### config.mk
export PLATFORM = sky130hd
export DESIGN_NAME = key_conditioner
export DESIGN_NICKNAME = d
export VERILOG_FILES = /design/src/rtl/key_conditioner.sv
export SDC_FILE = /design/constraint.sdc
export NUM_CORES = 1
export LEC_CHECK = 0
export CAP_MARGIN = 20
export CORE_ASPECT_RATIO = 0.8
export CORE_MARGIN = 5
export CORE_UTILIZATION = 35
export CTS_BUF_LIST = sky130_fd_sc_hd__clkbuf_8
export DETAILED_ROUTE_END_ITERATION = 8
export MAX_ROUTING_LAYER = met4
export SKIP_LAST_GASP = 1
export SYNTH_ARGS = -nofsm -noshare
export SYNTH_HDL_FRONTEND = slang
export SYNTH_SLANG_ARGS = --single-unit
### constraint.sdc
create_clock -name clk -period 4.1 [get_ports clk]
set_input_delay 0.615 -clock clk [delete_from_list [all_inputs] [get_ports clk]]
set_output_delay 0.615 -clock clk [all_outputs]
set_load 0.05 [all_outputs]
### src/rtl/key_conditioner.sv
// key_conditioner: synchronise, debounce and time four raw game keys.
// Each key gets a 2-flop synchroniser, a consecutive-cycle debounce filter,
// one-cycle press/release pulses and a saturating hold-duration counter
// driven by a shared free-running prescaler.
module key_conditioner #(
  parameter int unsigned DEBOUNCE_CYCLES = 1000000,
  parameter int unsigned CNT_W           = 20,
  parameter int unsigned HOLD_DIV        = 100000,
  parameter bit          ACTIVE_LOW_IN   = 1'b0
) (
  input  logic        clk,
  input  logic        rst,
  input  logic [3:0]  key_in,
  output logic [3:0]  key_level,
  output logic [3:0]  key_press,
  output logic [3:0]  key_release,
  output logic [63:0] hold_cnt
);

  localparam int unsigned N_KEYS = 4;
  localparam int unsigned HOLD_W = 16;
  localparam int unsigned PRE_W  = (HOLD_DIV > 1) ? $clog2(HOLD_DIV) : 1;

  localparam logic [CNT_W-1:0]  DB_LAST  = CNT_W'(DEBOUNCE_CYCLES - 1);
  localparam logic [PRE_W-1:0]  PRE_LAST = PRE_W'(HOLD_DIV - 1);
  localparam logic [HOLD_W-1:0] HOLD_MAX = '1;

  logic [N_KEYS-1:0] raw_c;

  logic [N_KEYS-1:0] s1_q, s1_d;
  logic [N_KEYS-1:0] s2_q, s2_d;
  logic [CNT_W-1:0]  cnt_q [N_KEYS];
  logic [CNT_W-1:0]  cnt_d [N_KEYS];
  logic [N_KEYS-1:0] level_q, level_d;
  logic [N_KEYS-1:0] press_q, press_d;
  logic [N_KEYS-1:0] release_q, release_d;
  logic [PRE_W-1:0]  pre_q, pre_d;
  logic              tick_c;
  logic [HOLD_W-1:0] hold_q [N_KEYS];
  logic [HOLD_W-1:0] hold_d [N_KEYS];

  // Normalise polarity so 1 always means pressed.
  assign raw_c = key_in ^ {N_KEYS{ACTIVE_LOW_IN}};

  // Two-stage synchroniser for the asynchronous key inputs.
  always_comb begin
    s1_d = raw_c;
    s2_d = s1_q;
  end

  // Debounce: accept a new level only after DEBOUNCE_CYCLES consecutive disagreeing samples.
  always_comb begin
    level_d = level_q;
    for (int unsigned i = 0; i < N_KEYS; i++) begin
      cnt_d[i] = '0;
      if (s2_q[i] != level_q[i]) begin
        if (cnt_q[i] == DB_LAST) begin
          level_d[i] = s2_q[i];
        end else begin
          cnt_d[i] = cnt_q[i] + CNT_W'(1);
        end
      end
    end
  end

  // Edge pulses are registered alongside the level change they describe.
  always_comb begin
    press_d   = level_d & ~level_q;
    release_d = ~level_d & level_q;
  end

  // Shared free-running prescaler; tick marks its last count.
  always_comb begin
    tick_c = (pre_q == PRE_LAST);
    pre_d  = tick_c ? '0 : pre_q + PRE_W'(1);
  end

  // Hold counters: cleared unless the key stays pressed, saturating tick count otherwise.
  always_comb begin
    for (int unsigned i = 0; i < N_KEYS; i++) begin
      hold_d[i] = '0;
      if (level_q[i] && level_d[i]) begin
        hold_d[i] = hold_q[i];
        if (tick_c && (hold_q[i] != HOLD_MAX)) begin
          hold_d[i] = hold_q[i] + HOLD_W'(1);
        end
      end
    end
  end

  // State registers with asynchronous active-low reset.
  always_ff @(posedge clk or negedge rst) begin
    if (!rst) begin
      s1_q      <= '0;
      s2_q      <= '0;
      level_q   <= '0;
      press_q   <= '0;
      release_q <= '0;
      pre_q     <= '0;
      for (int unsigned i = 0; i < N_KEYS; i++) begin
        cnt_q[i]  <= '0;
        hold_q[i] <= '0;
      end
    end else begin
      s1_q      <= s1_d;
      s2_q      <= s2_d;
      level_q   <= level_d;
      press_q   <= press_d;
      release_q <= release_d;
      pre_q     <= pre_d;
      for (int unsigned i = 0; i < N_KEYS; i++) begin
        cnt_q[i]  <= cnt_d[i];
        hold_q[i] <= hold_d[i];
      end
    end
  end

  assign key_level   = level_q;
  assign key_press   = press_q;
  assign key_release = release_q;

  // Pack per-key hold counts, key i in bits [16*i+15:16*i].
  for (genvar g = 0; g < N_KEYS; g++) begin : g_pack
    assign hold_cnt[HOLD_W*g +: HOLD_W] = hold_q[g];
  end

endmodule

==> results of run 1 <==
routing by layer:
layer / vias up / part of all wire (%) / global-route usage, %
li1: 3281 / - / -
met1: 3174 / 53 / 21.2
met2: 113 / 42 / 19.3
met3: 13 / 3.5 / 3.09
met4: 0 / 1.1 / 3.14
met5: - / 0 / -
per-stage QoR:
stage	util [%]	cells
floorplan	-	877
global placement	39.9	1266
detailed placement	39.9	1268
CTS	41.6	1300
global route	41.6	1300
finish	41.6	1300
cells by family after synthesis:
group / after synthesis / share of synthesized area [%]
flops: 181 / 51.2
simple gates: 451 / 26.9
buf+inv: 27 / 1.48
mux: 13 / 1.53
fa+ha+maj: 9 / 1.27
compound gates: 75 / 5.69
xor+xnor: 121 / 12.0
flip-flops by register name, indices dropped and copies added, names as in the netlist:
| name | flops |
|---|---|
| cnt_q | 80 |
| hold_cnt | 64 |
| key_level | 4 |
| key_press | 4 |
| key_release | 4 |
| pre_q | 17 |
| s1_q | 4 |
| s2_q | 4 |
report_power, final:
part           leakage (nW)  total [mW]  internal (mW)  switching (mW)
logic                  1.41      0.0712         0.0176          0.0537
registers              2.49        1.81           1.80          0.0133
clock network         0.195        1.27          0.606           0.666
how the worst min path moves through the flow:
stage,from,to,slack [ps],depth (start not counted)
floorplan,rst,cnt_q[0],320,0
global placement,s1_q[3],s2_q[3],330,0
detailed placement,s1_q[3],s2_q[3],330,0
CTS,rst,cnt_q[62],260,1
global route,rst,cnt_q[62],290,1
finish,rst,cnt_q[62],240,1
area by class of cell:
| cell class | count | share of cell area [%] |
|---|---|---|
| multi-input combinational | 669 | 40.2 |
| clock inverter | 15 | 1.74 |
| clock buffer | 17 | 2.24 |
| timing repair buffer | 86 | 8.32 |
| sequential | 181 | 43.4 |
| inverter | 8 | 0.288 |
| tap | 324 | 3.88 |
worst max-delay path: cells and delay by family, from the launching register on:
family,cells,cell delay [ps]
fa+ha+maj,1,230
flops,1,400
simple gates,3,1270
compound gates,2,680
synth_stat cells, types with 10 or more instances:
master	n	area (µm²)
a21oi_1	21	105
and3_1	30	188
and4_1	12	105
dfrtp_1	181	4530
nand2_1	54	203
nand3_1	66	330
nand4_1	33	206
nor2_1	151	567
nor3_1	18	90.1
nor4_1	10	62.6
o211ai_1	10	75.1
o21ai_0	15	75.1
or3_1	15	93.8
xnor2_1	59	517
xor2_1	62	543
==> summary.txt, run 1 <==
Layout
  – Final instance area: 0.0104 mm²
  – # diodes: 0
  – Area of the multi-input gates: 0.00419 mm²
  – Filler cells: 2,430
  – Reg area: 0.00453 mm²
  – Layout area overhead: 17.9%
  – Layout cells sized above 1: 7.17%
  – Final #Nets: 978
  – Most frequent cells in the layout: 181 x dfrtp_1, 151 x nor2_1, 80 x clkdlybuf4s50_1
  – Commonest non-fill, non-tap cell in the layout: dfrtp_1

Floorplanning
  – # IOs: 82
  – Die Ht: 152 µm
  – Row count: 52
  – Core box area: 0.0251 mm²
  – Initial core utilization: 35.3%
  – Die Wd: 188 µm
  – Die ar.: 0.0286 mm²

Global routing
  – Global-route wire length before repair: 32,800 µm
  – Overflow after GRT: 0
  – Vias in the first global route: 6,202
  – Total track usage: 14.1%
  – Largest net degree at the start of global routing: 107
  – Initial antenna violation count: 0

Clocking
  – Hold buffer count at CTS: 0
  – Clock sink count: 181
  – Post_cts resized: 0
  – CTS tree: done
  – Clk buf depth: 2
  – Clk root buf: clkbuf_8
  – CTS clock-pin slew for the worst setup and hold paths: 100 ps
  – Clk_lat worst skew: 460 ps
  – H-tree level count: 4
  – Post-CTS Setup Repair Bufs: 0
  – Num CTS Buffers: 17

Route
  – Routed length per instance: 14.8 µm
  – First drt pass iteration count: 5
  – Iteration-0 DRC count of the detailed router: 340
  – Vias per cell: 5.06
  – DRC viols: 0
  – Total wire length: 19,300 µm
  – Routed via count: 6,581
  – Detail Route Antenna Nets: 0

Place
  – Dpl hpwl: 13,400 µm
  – # port buffers: 81
  – Gp weighted congestion: 0.826
  – Placed Area: 0.0100 mm²
  – Place WS: 1520 ps

STA
  – Final Cycle Share: 65.0%
  – Highest achievable clock rate: 375 MHz
  – Final Setup Violations: 0
  – Final worst slack: 1440 ps
  – Min Hold Slack: 241 ps
  – Final Slew Violations: 0
  – Setup_tns: 0 ps
  – Worst-Margin Slew: 922 ps
  – Clock Skews: 12.3 ps
  – Final Hold Viols: 0
  – Min Clock Period, post-route: 2660 ps
  – RSZ-0062 raised after global routing: false
  – Relative slew margins: 38.0%

Power and ir drop
  – P_leak: 4.09 nW
  – Pwr/cell area: 302 mW/mm²
  – Total Power: 3.15 mW
  – Worst ir drop on vdd: 0.202 mV

Worst setup path
  – R2R cell count: 6
  – RR Startpoint: pre_q[0]
  – CP startpoint kind: register
  – Arrival @ worst endpoint: 3040 ps
  – Crit-path slowest cell: nand4_1
  – Highest cell delay on the worst timing path: 570 ps
  – Reg-to-reg slack, setup: 1440 ps
  – CP most frequent cell: a21oi_1
  – Worst setup path end: hold_cnt[20]
  – Worst setup path category: reg -> reg
  – Worst Path Required: 4480 ps
  – Crit-path max FO: 14
  – Worst Setup End Kind: register
  – Critical Path, Cell by Cell: ha_1 > and4_1 > nand4_1 > a21oi_1 > or3b_1 > a21oi_1
  – Worst r2r dst: hold_cnt[20]
  – Setup crit start: pre_q[0]

Synthesis
  – Syn. warnings: 0
  – Syn_area_per_cell: 10.1 µm²
  – Yosys reg bits: 181
  – EDFF count, synth: 0
  – Synth cell types: 56
  – Post-Syn Instances: 877
  – Synth Flop Type: dfrtp_1
  – Syn nets: 892
  – Seq/Total Area, Yosys: 51.2%
  – Post-Syn Area: 0.00885 mm²
  – Post-synth ARST share: 100%

Flow run
  – Max cap viols: 0

Hold path
  – Worst Hold Class: in -> async

Outcome
  – Status: completed
Note: power is estimated with default switching activity, not from simulation.
==> run 2, diff against run 1 <==
Clock period 4.1 ns to 2.3 ns, I/O delays scaled along.
==> summary.txt, run 2 (same netlist as run 1, synthesis figures left out) <==
Layout
  – Max reg flops: 80 (unchanged)
  – Filler cells: 2,434 (+0.16%)
  – Layout cells sized above 1: 10.6% (+3.4 points)
  – Layout area overhead: 21.7%
  – Reg with most FFs: cnt_q
  – Final #Nets: 1,013 (+3.6%)
  – Most frequent cells in the layout: 179 x dfrtp_1, 151 x nor2_1, 80 x clkdlybuf4s50_1
  – # diodes: 0 (unchanged)
  – Commonest non-fill, non-tap cell in the layout: dfrtp_1
  – Final instance area: 0.0108 mm² (+3.2%)
  – Final core occ: 42.9% (+1.3 points)
  – Finished Layout Cells: 1,335 (+2.7%)

Place
  – Placed Area: 0.0103 mm² (+3.0%)
  – # port buffers: 81 (unchanged)
  – Place WS: 140 ps (-1380 ps)
  – Gp weighted congestion: 0.824 (-0.30%)
  – Placed Instances: 1,301 (+2.6%)
  – Dpl hpwl: 14,100 µm (+5.3%)

Clocking
  – CTS clock-pin slew for the worst setup and hold paths: 90 ps (about the same)
  – Clk root buf: clkbuf_8
  – Clk_lat worst skew: 460 ps (about the same)
  – CTS tree: done
  – Clk buf depth: 2 (unchanged)
  – H-tree level count: 4 (unchanged)
  – Clock sink count: 181 (unchanged)
  – Num CTS Buffers: 17 (unchanged)

Global routing
  – Vias in the first global route: 6,623 (+6.8%)
  – Largest net degree at the start of global routing: 62 (-42%)
  – Global-route wire length before repair: 34,200 µm (+4.3%)
  – Global Route met1 Usage: 21.8% (+0.67 points)
  – Overflow after GRT: 0 (unchanged)
  – GRT met3 Usage: 3.39% (+0.30 points)
  – Top Usage Layer GRT: met1
  – Initial antenna violation count: 0 (unchanged)
  – Grt met2 use: 20.5% (+1.2 points)
  – Total track usage: 14.8% (+0.69 points)

Worst setup path
  – Worst Path Required: 1960 ps (-2520 ps)
  – CP Buf/Inv Count: 1 (+1)
  – Arrival @ worst endpoint: 1850 ps (-1190 ps)
  – Crit-path max FO: 8 (-6)
  – Highest cell delay on the worst timing path: 860 ps (+290 ps)
  – CP delay by family, top: buffers and inverters
  – CP startpoint kind: register
  – Crit-path slowest cell: clkdlybuf4s50_1
  – Worst setup path category: reg -> out
  – Worst Setup End Kind: primary output
  – Critical Path, Cell by Cell: clkdlybuf4s50_1

Floorplanning
  – Initial core utilization: 35.3% (unchanged)
  – Core box area: 0.0251 mm² (unchanged)
  – Row count: 52 (unchanged)
  – # IOs: 82 (unchanged)
  – Die ar.: 0.0286 mm² (unchanged)
  – Die Wd: 188 µm (unchanged)
  – Die Ht: 152 µm (unchanged)

Route
  – DRC viols: 0 (unchanged)
  – Routed length per instance: 14.9 µm (+0.27%)
  – Routed via count: 6,814 (+3.5%)
  – Total wire length: 19,800 µm (+3.0%)
  – Detail Route Antenna Nets: 0 (unchanged)
  – Vias per cell: 5.10 (+0.83%)
  – Iteration-0 DRC count of the detailed router: 460 (+35%)
  – First drt pass iteration count: 5 (unchanged)

STA
  – Relative slew margins: 61.3% (+23 points)
  – Highest achievable clock rate: 456 MHz
  – Clock Skews: 9.36 ps (-2.95 ps)
  – Min Hold Slack: 316 ps (+74.6 ps)
  – Final Hold Viols: 0 (unchanged)
  – RSZ-0062 raised after global routing: true
  – Min Clock Period, post-route: 2190 ps
  – Worst-Margin Slew: 576 ps (-346 ps)
  – Final worst slack: 109 ps (-1330 ps)
  – Final Cycle Share: 95.3%
  – Final Setup Violations: 0 (unchanged)
  – Final Slew Violations: 0 (unchanged)

Outcome
  – Status: completed

Power and ir drop
  – P_leak: 4.29 nW (+4.9%)
  – Worst ir drop on vdd: 0.366 mV (+81%)
  – Pwr/cell area: 523 mW/mm² (+73%)

Flow run
  – Max cap viols: 0 (unchanged)

Hold path
  – Worst Hold Class: in -> reg
run 2: repair_timing:
item | in CTS | in global routing
resized for setup | 0 | 3
hold buffers | 1 | 0
hold endpoints to repair | 57 | 0
buffers inserted | 0 | 1
endpoints found under the setup margin | 0 | 3
run 2: where the power goes:
part / total [mW] / internal, mW / switching, mW
clock network: 2.27 / 1.12 / 1.15
registers: 3.23 / 3.20 / 0.0242
logic: 0.144 / 0.0438 / 0.100
total: 5.64 / 4.37 / 1.27
run 2: final timing paths:
check	start	to	slack (ps)	depth (start not counted)
max in group asynchronous	rst	hold_cnt[33]	1140	3
min	key_in[2]	s1_q[2]	320	1
min reg2reg	s1_q[3]	s2_q[3]	360	0
max	hold_cnt[18]	hold_cnt[18]	110	1
min in group asynchronous	rst	cnt_q[67]	440	2
max reg2reg	pre_q[0]	hold_cnt[53]	130	7
run 2: area by class of cell:
type	count	area, µm²	share of cell area, %
clock inverter	10	118	1.09
inverter	8	30.0	0.279
timing repair buffer	121	1180	11.0
multi-input combinational	669	4210	39.0
clock buffer	22	303	2.81
sequential	181	4530	42.0
tap	324	405	3.76
run 2: per-stage QoR:
| step | setup TNS, ps | total power [mW] |
|---|---|---|
| after floorplan | 0 | 3.33 |
| after global placement | 0 | 3.44 |
| after detailed placement | 0 | 3.44 |
| after CTS | 0 | 5.75 |
| after global routing | -5.53 | 5.91 |
| final | 0 | 5.64 |
run 2: per-layer routing:
layer | share of wire (%) | vias up
met5 | 0 | -
met4 | 1.0 | 0
met3 | 4.5 | 16
met2 | 43 | 140
met1 | 52 | 3313
li1 | - | 3345
==> run 3, diff against run 2 <==
--- a/config.mk
+++ b/config.mk
@@ -7,4 +7,6 @@
 export LEC_CHECK = 0
 export CAP_MARGIN = 20
+export CELL_PAD_IN_SITES_DETAIL_PLACEMENT = 0
+export CELL_PAD_IN_SITES_GLOBAL_PLACEMENT = 1
 export CORE_ASPECT_RATIO = 0.8
 export CORE_MARGIN = 5
@@ -13,4 +15,5 @@
 export DETAILED_ROUTE_END_ITERATION = 8
 export MAX_ROUTING_LAYER = met4
+export PLACE_DENSITY_LB_ADDON = 0.1
 export SKIP_LAST_GASP = 1
 export SYNTH_ARGS = -nofsm -noshare
==> constraint.sdc (replaced) <==
create_clock -name clk -period 2.3 [get_ports clk]
set_input_delay 0.46 -clock clk [delete_from_list [all_inputs] [get_ports clk]]
set_output_delay 0.46 -clock clk [all_outputs]
set_load 0.05 [all_outputs]
==> summary.txt, run 3 (same netlist as run 1, synthesis figures left out) <==
Outcome
  – Status: completed

Route
  – Routed length per instance: 15.3 µm (+2.7%)
  – Vias per cell: 5.02 (-1.7%)
  – DR top layer: met4
  – M1 wire length: 11,000 µm (+7.8%)
  – Total wire length: 20,500 µm (+3.3%)
  – DRC viols: 0 (unchanged)
  – First drt pass iteration count: 5 (unchanged)
  – Detail Route Antenna Nets: 0 (unchanged)
  – WL met2: 8550 µm (+0.31%)
  – Met3 wire len: 729 µm (-18%)
  – Routed via count: 6,739 (-1.1%)
  – Iteration-0 DRC count of the detailed router: 413 (-10%)

Layout
  – Most frequent cells in the layout: 179 x dfrtp_1, 151 x nor2_1, 66 x nand3_1
  – Max reg flops: 80 (unchanged)
  – Layout cells sized above 1: 11.8% (+1.2 points)
  – Reg with most FFs: cnt_q
  – Commonest non-fill, non-tap cell in the layout: dfrtp_1
  – Final core occ: 43.4% (+0.46 points)
  – Final #Nets: 1,021 (+0.79%)
  – Layout area overhead: 23.0%
  – # diodes: 0 (unchanged)

Hold path
  – Worst Hold Class: reg -> reg

Worst setup path
  – Critical Path, Cell by Cell: clkdlybuf4s50_1
  – Arrival @ worst endpoint: 1770 ps (-80 ps)
  – CP startpoint kind: register
  – Crit-path max FO: 5 (-3)
  – Highest cell delay on the worst timing path: 860 ps (about the same)
  – Worst Setup End Kind: primary output
  – Worst setup path category: reg -> out
  – CP Buf/Inv Count: 1 (unchanged)
  – CP delay by family, top: buffers and inverters
  – Crit-path slowest cell: clkdlybuf4s50_1
  – Reg-to-reg slack, setup: 130 ps (about the same)
  – Worst Path Required: 1840 ps (-120 ps)

STA
  – Final Cycle Share: 97.1% (+1.8 points)
  – Clock Skews: 19.8 ps (+10.4 ps)
  – RSZ-0062 raised after global routing: true
  – Highest achievable clock rate: 448 MHz (-1.9%)
  – Final Setup Violations: 0 (unchanged)
  – Final Hold Viols: 0 (unchanged)
  – Min Hold Slack: 359 ps (+43.3 ps)
  – Final worst slack: 67.2 ps (-41.9 ps)
  – Min Clock Period, post-route: 2230 ps (+41.9 ps)
  – Relative slew margins: 61.4% (+0.11 points)
  – Final Slew Violations: 0 (unchanged)
  – Worst-Margin Slew: 573 ps (-2.57 ps)

Flow run
  – Max cap viols: 0 (unchanged)

Floorplanning
  – # IOs: 82 (unchanged)
  – Die ar.: 0.0286 mm² (unchanged)
  – Row count: 52 (unchanged)
  – Die Ht: 152 µm (unchanged)
  – Die Wd: 188 µm (unchanged)
  – Core box area: 0.0251 mm² (unchanged)
  – Initial core utilization: 35.3% (unchanged)

Place
  – Dpl hpwl: 14,200 µm (+0.82%)
  – Place WS: 69.7 ps (-70.7 ps)
  – Gp weighted congestion: 0.784 (-4.9%)
  – # port buffers: 81 (unchanged)

Clocking
  – H-tree level count: 4 (unchanged)
  – CTS clock-pin slew for the worst setup and hold paths: 100 ps (about the same)
  – Num CTS Buffers: 17 (unchanged)
  – Clock sink count: 181 (unchanged)
  – Clk_lat worst skew: 460 ps (about the same)
  – CTS tree: done
  – Clk buf depth: 2 (unchanged)
  – Clk root buf: clkbuf_8

Global routing
  – Initial antenna violation count: 0 (unchanged)
  – Largest net degree at the start of global routing: 68 (+9.7%)
  – Total track usage: 15.2% (+0.43 points)
  – Vias in the first global route: 6,581 (-0.63%)
  – Overflow after GRT: 0 (unchanged)
  – Global-route wire length before repair: 35,200 µm (+2.9%)

Power and ir drop
  – Pwr/cell area: 511 mW/mm² (-2.3%)
  – Worst ir drop on vdd: 0.335 mV (-8.5%)
  – P_leak: 4.69 nW (+9.3%)
-- run 3: cell count changes in the layout (fill, tap and decap cells not counted), moves of 2 or more --
| cell | before | now |
|---|---|---|
| clkdlybuf4s50_1 | 80 | 57 |
| dlymetal6s2s_1 | 0 | 19 |
| buf_4 | 33 | 41 |
| clkbuf_8 | 23 | 18 |
| dlygate4sd2_1 | 0 | 4 |
| clkinvlp_4 | 1 | 4 |
| and4_1 | 12 | 10 |
| and4_2 | 0 | 2 |
-- run 3: worst paths after layout --
check | startpoint | to | cells after the start
worst max register to register | pre_q[13] | hold_cnt[42] | 6
worst min register to register | s1_q[3] | s2_q[3] | 0
worst min-delay path | s1_q[3] | s2_q[3] | 0
worst max-delay path | hold_cnt[11] | hold_cnt[11] | 1
max in group asynchronous | rst | cnt_q[8] | 3
min in group asynchronous | rst | cnt_q[29] | 2
-- run 3: layout make-up --
class / count / area, µm²
multi-input combinational: 669 / 4240
timing repair buffer: 129 / 1290
sequential: 181 / 4530
clock buffer: 17 / 234
fill: 2455 / 14200
tap: 324 / 405
clock inverter: 15 / 156
inverter: 8 / 30.0
-- run 3: repair_timing --
item                                   in CTS  in global routing
endpoints found under the hold margin      19                  0
hold buffers                                1                  0
gates resized for setup                     4                 29
setup endpoints to repair                   4                 55
buffers inserted                            0                  1
pin swaps                                   0                  1
-- run 3: metrics by stage --
stage / setup TNS (ps) / total power [mW] / std cells / instance area [µm²]
2_1_floorplan: 0 / 3.33 / 877 / 8860
5_1_grt: -29.3 / 5.85 / 1343 / 10900
4_1_cts: 0 / 5.69 / 1342 / 10800
3_3_place_gp: 0 / 3.44 / 1309 / 10400
3_5_place_dp: 0 / 3.44 / 1309 / 10400
6_report: 0 / 5.57 / 1343 / 10900
-- run 3: metal layers --
layer / vias up / GRT usage [%]
li1: 3364 / -
met1: 3258 / 23.0
met2: 108 / 20.8
met3: 9 / 3.09
met4: 0 / 3.56
met5: - / -
-- run 3: power breakdown --
part           total, mW  switching [mW]  internal, mW
registers           3.23          0.0234          3.20
logic              0.146           0.100        0.0455
clock network       2.19            1.22         0.974
